===== src/rtl/uart_tx_cfg_if.sv =====
// Valid/ready word stream feeding the UART transmitter FIFO.
// The source drives data/valid; the transmitter answers with ready.
interface uart_tx_cfg_if #(
   parameter int DATA_BITS = 8
) ();
   logic [DATA_BITS-1:0] data;
   logic                 valid;
   logic                 ready;

   modport master (output data, output valid, input ready);
   modport slave  (input data, input valid, output ready);
endinterface


===== src/rtl/uart_tx_cfg.sv =====
// Configurable UART transmitter (5..9 data bits, none/odd/even parity, 1 or 2 stop bits)
// with a word FIFO so consecutive frames leave the pin with no idle gap.
module uart_tx_cfg #(
   parameter int CLK_FRE    = 50_000_000,
   parameter int BAUD_RATE  = 9600,
   parameter int DATA_BITS  = 8,
   parameter int PARITY     = 0,
   parameter int STOP_BITS  = 1,
   parameter int FIFO_DEPTH = 16
) (
   input  logic                          clk,
   input  logic                          rstn,
   uart_tx_cfg_if.slave                  s_tx,
   output logic                          tx,
   output logic                          busy,
   output logic                          tx_done,
   output logic [$clog2(FIFO_DEPTH):0]   fifo_level
);

   localparam int CNT_MAX = CLK_FRE / BAUD_RATE;
   localparam int CW      = (CNT_MAX > 1) ? $clog2(CNT_MAX) : 1;
   localparam int AW      = (FIFO_DEPTH > 1) ? $clog2(FIFO_DEPTH) : 1;
   localparam int LW      = AW + 1;

   if (DATA_BITS < 5 || DATA_BITS > 9 || PARITY < 0 || PARITY > 2 ||
       STOP_BITS < 1 || STOP_BITS > 2 || FIFO_DEPTH < 2 ||
       (FIFO_DEPTH & (FIFO_DEPTH - 1)) != 0 || CNT_MAX < 2) begin : g_bad_params
      $error("uart_tx_cfg: illegal parameter combination");
   end

   typedef enum logic [2:0] {IDLE, START, DATA, PAR, STOP} state_t;

   logic [DATA_BITS-1:0] mem [FIFO_DEPTH];
   logic [AW-1:0]        wr_ptr, rd_ptr;
   logic [LW-1:0]        count;
   logic                 push, pop, not_empty;
   logic [DATA_BITS-1:0] fifo_head;

   state_t               state, state_next;
   logic [CW-1:0]        baud_cnt;
   logic [3:0]           bit_cnt;
   logic                 bit_end;
   logic [DATA_BITS-1:0] shreg;
   logic                 par_bit;
   logic                 tx_next, done_next;

   assign s_tx.ready = (count != LW'(FIFO_DEPTH));
   assign push       = s_tx.valid && s_tx.ready;
   assign not_empty  = (count != '0);
   assign fifo_head  = mem[rd_ptr];
   assign fifo_level = count;
   assign bit_end    = (baud_cnt == CW'(CNT_MAX - 1));

   // NOTE: storage array has no reset; validity is tracked entirely by count and the pointers.
   always_ff @(posedge clk) begin
      if (push) mem[wr_ptr] <= s_tx.data;
   end

   // NOTE: every clocked block uses non-blocking assignments so all registers update from pre-edge values.
   always_ff @(posedge clk or negedge rstn) begin
      if (!rstn) begin
         wr_ptr <= '0;
         rd_ptr <= '0;
         count  <= '0;
      end else begin
         if (push) wr_ptr <= wr_ptr + AW'(1);
         if (pop)  rd_ptr <= rd_ptr + AW'(1);
         case ({push, pop})
            2'b10:   count <= count + LW'(1);
            2'b01:   count <= count - LW'(1);
            default: count <= count;
         endcase
      end
   end

   // NOTE: outputs of this block get defaults first so no path through the case can infer a latch.
   always_comb begin
      state_next = state;
      pop        = 1'b0;
      tx_next    = 1'b1;
      done_next  = 1'b0;
      case (state)
         IDLE: begin
            if (not_empty) begin
               pop        = 1'b1;
               state_next = START;
            end
         end
         START: begin
            tx_next = 1'b0;
            if (bit_end) state_next = DATA;
         end
         DATA: begin
            tx_next = shreg[0];
            if (bit_end && bit_cnt == 4'(DATA_BITS - 1))
               state_next = (PARITY != 0) ? PAR : STOP;
         end
         PAR: begin
            tx_next = par_bit;
            if (bit_end) state_next = STOP;
         end
         STOP: begin
            if (bit_end && bit_cnt == 4'(STOP_BITS - 1)) begin
               done_next = 1'b1;
               if (not_empty) begin
                  pop        = 1'b1;
                  state_next = START;
               end else begin
                  state_next = IDLE;
               end
            end
         end
         default: state_next = IDLE;
      endcase
   end

   always_ff @(posedge clk or negedge rstn) begin
      if (!rstn) state <= IDLE;
      else       state <= state_next;
   end

   // tx, tx_done and busy are all registered from the current state, so they share one cycle of lag.
   always_ff @(posedge clk or negedge rstn) begin
      if (!rstn) begin
         baud_cnt <= '0;
         bit_cnt  <= '0;
         shreg    <= '0;
         par_bit  <= 1'b0;
         tx       <= 1'b1;
         tx_done  <= 1'b0;
         busy     <= 1'b0;
      end else begin
         baud_cnt <= (state == IDLE || bit_end) ? '0 : baud_cnt + CW'(1);
         if (state_next != state)
            bit_cnt <= '0;
         else if (bit_end && (state == DATA || state == STOP))
            bit_cnt <= bit_cnt + 4'd1;
         if (pop) begin
            shreg   <= fifo_head;
            par_bit <= (PARITY == 1) ? ~(^fifo_head) : ^fifo_head;
         end else if (state == DATA && bit_end) begin
            shreg <= shreg >> 1;
         end
         tx      <= tx_next;
         tx_done <= done_next;
         busy    <= not_empty || (state != IDLE);
      end
   end

endmodule


===== src/flat_wrapper.sv =====
// flat-port wrapper written by rule: the top's interface ports become plain ports
module uart_tx_cfg_flat 
#(
   parameter int CLK_FRE    = 50_000_000,
   parameter int BAUD_RATE  = 9600,
   parameter int DATA_BITS  = 8,
   parameter int PARITY     = 0,
   parameter int STOP_BITS  = 1,
   parameter int FIFO_DEPTH = 16
)
  (clk, rstn, tx, busy, tx_done, fifo_level, s_tx_data, s_tx_valid, s_tx_ready);
  uart_tx_cfg_if #(.DATA_BITS(DATA_BITS)) s_tx_i ();
  input  logic clk;
  input  logic rstn;
  output logic tx;
  output logic busy;
  output logic tx_done;
  output logic [$clog2(FIFO_DEPTH):0] fifo_level;
  input wire logic [$bits(s_tx_i.data)-1:0] s_tx_data;
  input wire logic [$bits(s_tx_i.valid)-1:0] s_tx_valid;
  output wire logic [$bits(s_tx_i.ready)-1:0] s_tx_ready;
  assign s_tx_i.data = s_tx_data;
  assign s_tx_i.valid = s_tx_valid;
  assign s_tx_ready = s_tx_i.ready;
  uart_tx_cfg #(.CLK_FRE(CLK_FRE), .BAUD_RATE(BAUD_RATE), .DATA_BITS(DATA_BITS), .PARITY(PARITY), .STOP_BITS(STOP_BITS), .FIFO_DEPTH(FIFO_DEPTH)) u_core (.clk(clk), .rstn(rstn), .s_tx(s_tx_i), .tx(tx), .busy(busy), .tx_done(tx_done), .fifo_level(fifo_level));
endmodule

===== config.mk =====
export PLATFORM = sky130hd
export DESIGN_NAME = uart_tx_cfg_flat
export DESIGN_NICKNAME = d
export VERILOG_FILES = /design/src/rtl/uart_tx_cfg_if.sv /design/src/rtl/uart_tx_cfg.sv /design/src/flat_wrapper.sv
export SDC_FILE = /design/constraint.sdc
export NUM_CORES = 1
export LEC_CHECK = 0
export CORE_ASPECT_RATIO = 1.2
export CORE_MARGIN = 4
export CORE_UTILIZATION = 43
export CTS_BUF_LIST = sky130_fd_sc_hd__clkbuf_2
export DETAILED_ROUTE_END_ITERATION = 10
export SLEW_MARGIN = 10
export SYNTH_ARGS = -nofsm -noshare
export SYNTH_HDL_FRONTEND = slang
export SYNTH_SLANG_ARGS = --single-unit

===== constraint.sdc =====
create_clock -name clk -period 5.28 [get_ports clk]
set_input_delay 1.056 -clock clk [delete_from_list [all_inputs] [get_ports clk]]
set_output_delay 1.056 -clock clk [all_outputs]
set_load 0.01 [all_outputs]

==> flow_summary.json <==
{
  "vias": 3725,
  "worst_slew_pin_slew_ps": 1010,
  "slew_violations": 0,
  "setup_viol": 0,
  "p_per_area_mw_per_mm2": 471,
  "maxSlewHeadroom_pct": 32.7,
  "synth.top_cell.area_share_pct": 53.0,
  "fp.dieArea_mm2": 0.0190,
  "routed.top_layer": "met4",
  "synthTopCellsByArea": "edfxtp_1, dfrtp_1, mux4_2, xnor2_1, nor2_1",
  "dr_wl_met3_um": 572,
  "hold_viol": 0,
  "die_w_um": 127,
  "setup_tns_ps": 0,
  "dp_slack_ps": 1460,
  "avgSynthCellArea_um2": 15.9,
  "grt-ovfl-total": 0,
  "cts_resized": 0,
  "p_total_mw": 3.72,
  "cts_buffer_depth": 2,
  "synth_common_cells": "edfxtp_1, dfrtp_1, nor2_1",
  "cts_root_buffer": "clkbuf_2",
  "met2WireLength_mm": 7.10,
  "syn_nets": 478,
  "synth_compound_area_share_pct": 4.16,
  "finalCriticalPeriod_ps": 3430,
  "p_leak_nw": 2.77,
  "path_clk_slew_ps": 260,
  "post-route-period-util_pct": 64.9,
  "io_pins": 20,
  "cp-start-kind": "flop",
  "wire_per_inst_um": 19.0,
  "clock_sinks": 173,
  "cts_setup_buffers": 0,
  "max_freq_mhz": 292,
  "initial_core_util_pct": 44.2,
  "htreeDepth": 4,
  "grt_pass1_wl_mm": 21.2,
  "drt_iter0_drc": 299,
  "syn_to_final_growth_pct": 9.01,
  "postLayoutSetupSlackWorst_ps": 1850,
  "grtUsageTotal_pct": 15.1,
  "dpl.hpwl_mm": 8.71,
  "yosysTopAreaCell": "edfxtp_1",
  "r2r_cells": 14,
  "finalNetCount": 501,
  "hold_ws_ps": 439,
  "cap_violations": 0,
  "cts_tree": "done",
  "grt_pass1_vias": 3818,
  "path_class": "reg -> out",
  "yosysMostFrequentCell": "edfxtp_1",
  "placed_cells": 672,
  "synthAdderAreaFrac_pct": 1.90,
  "hold_class": "in -> async",
  "worstPathRequired_ps": 4220,
  "status": "finished, final reports clean",
  "die_h_um": 150,
  "gp_congestion": 0.789,
  "final_cell_count_no_fill": 705,
  "drc": 0,
  "yosys.area_share.xor_xnor_pct": 4.23,
  "postCtsHoldBufs": 0,
  "rows": 51,
  "critPathCaptureType": "output port",
  "worstPathArrival_ps": 2370,
  "m1WireLength_mm": 5.64,
  "async_flop_share_pct": 26.0,
  "io_buffers": 19,
  "clock_latency_ps": 730,
  "antenna_found_initial": 1,
  "synth_top_family_by_area": "multiplexers",
  "vias_per_cell": 5.28,
  "ys_seq_elements": 173,
  "synth_cells": 456,
  "synth.distinct_cells": 42,
  "crit_fanout": 8,
  "yosysWarnings": 0,
  "wl_mm": 13.4,
  "drive_above_1_share_pct": 16.5,
  "grt_max_degree": 46,
  "core_mm2": 0.0164,
  "skew_ps": 49.3,
  "ys_seq_area_share_pct": 68.6,
  "synth_flop_cell": "edfxtp_1",
  "rsz0062_at_grt": "false",
  "drtPass1Iterations": 4,
  "syn_area_mm2": 0.00725,
  "synthMuxAreaShare_pct": 11.5,
  "ir_worst_vdd_v": 0.000215,
  "ant_nets": 0,
  "cts-buffers-inserted": 17,
  "synth_edf_count": 128,
  "synthSimpleGateAreaFrac_pct": 7.87
}
-- cell usage in the layout (no fill, tap or decap), types with 2 or more instances in the layout --
cell	instances
a22oi_1	17
clkbuf_2	17
clkdlybuf4s50_1	18
inv_8	3
mux2i_1	9
nand2_1	37
inv_1	10
a21boi_0	2
nand3_1	4
xor2_1	14
nor3_1	9
nand2b_1	3
nor2_1	39
nor2b_1	3
ha_1	11
dfrtp_1	42
nor3b_1	2
edfxtp_1	128
and3_1	2
and2_1	2
inv_6	2
o21ai_0	14
buf_4	6
a21oi_1	6
clkinvlp_4	2
nand4_1	6
nor4_1	2
a31o_2	2
mux4_2	32
nand3b_1	2
xnor2_1	21
dfrtp_2	2
clkinv_4	5
mux2_2	2
-- worst paths after layout --
check                                          start                   end  slack, ps
worst max register to register     u_core.bit_cnt[0]  u_core.fifo_level[4]       1910
max in group asynchronous                       rstn      u_core.rd_ptr[0]       4160
min in group clk                  u_core.baud_cnt[0]    u_core.baud_cnt[0]        500
worst min register to register    u_core.baud_cnt[0]    u_core.baud_cnt[0]        500
worst max-delay path            u_core.fifo_level[1]            s_tx_ready       1850
worst min-delay path                            rstn    u_core.baud_cnt[9]        440
-- final cells by class --
type / instances / area [um^2]
fillers: 1398 / 8500
flip-flops and latches: 173 / 4970
multi-input cells: 252 / 2150
well taps: 212 / 265
repair buffers: 25 / 230
clock inverters: 15 / 160
clock buffers: 17 / 85.1
inverters: 10 / 37.5
diodes: 1 / 2.50
-- flip-flops by register name, indices dropped and copies added, names as in the netlist --
name / cells
u_core.rd_ptr: 4
u_core.shreg: 8
u_core.state: 3
u_core.bit_cnt: 4
u_core.fifo_level: 5
u_core.tx: 1
u_core.baud_cnt: 13
u_core.mem: 128
u_core.busy: 1
u_core.tx_done: 1
u_core.par_bit: 1
u_core.wr_ptr: 4
-- metal layers --
layer  vias up  global-route usage [%]
met5         -                       0
met4         0                    4.94
met3         6                    3.94
met2        67                    25.8
met1      1880                    18.7
li1       1772                       -
-- power breakdown --
group | switching, mW | internal (mW) | leakage, nW
clock | 0.485 | 0.189 | 0.141
combinational | 0.558 | 0.584 | 0.904
sequential | 0.237 | 1.67 | 1.72
-- cell families after synthesis --
family	after synthesis
fa+ha+maj	11
mux	43
simple gates	119
flops	173
buf+inv	31
compound gates	44
xor+xnor	35
-- worst max-delay path: stages, from the launching register on --
cell and delay [ps]:
dfrtp_1 520, nor4_1 550, nand2_1 100, clkdlybuf4s50_1 490
-- through the flow --
step | instance area (um^2) | util [%]
final | 7900 | 48.2
after global routing | 7900 | 48.2
after CTS | 7900 | 48.2
after detailed placement | 7660 | 46.7
after global placement | 7660 | 46.7
after floorplan | 7250 | -
(Power assumes the default switching activity.)
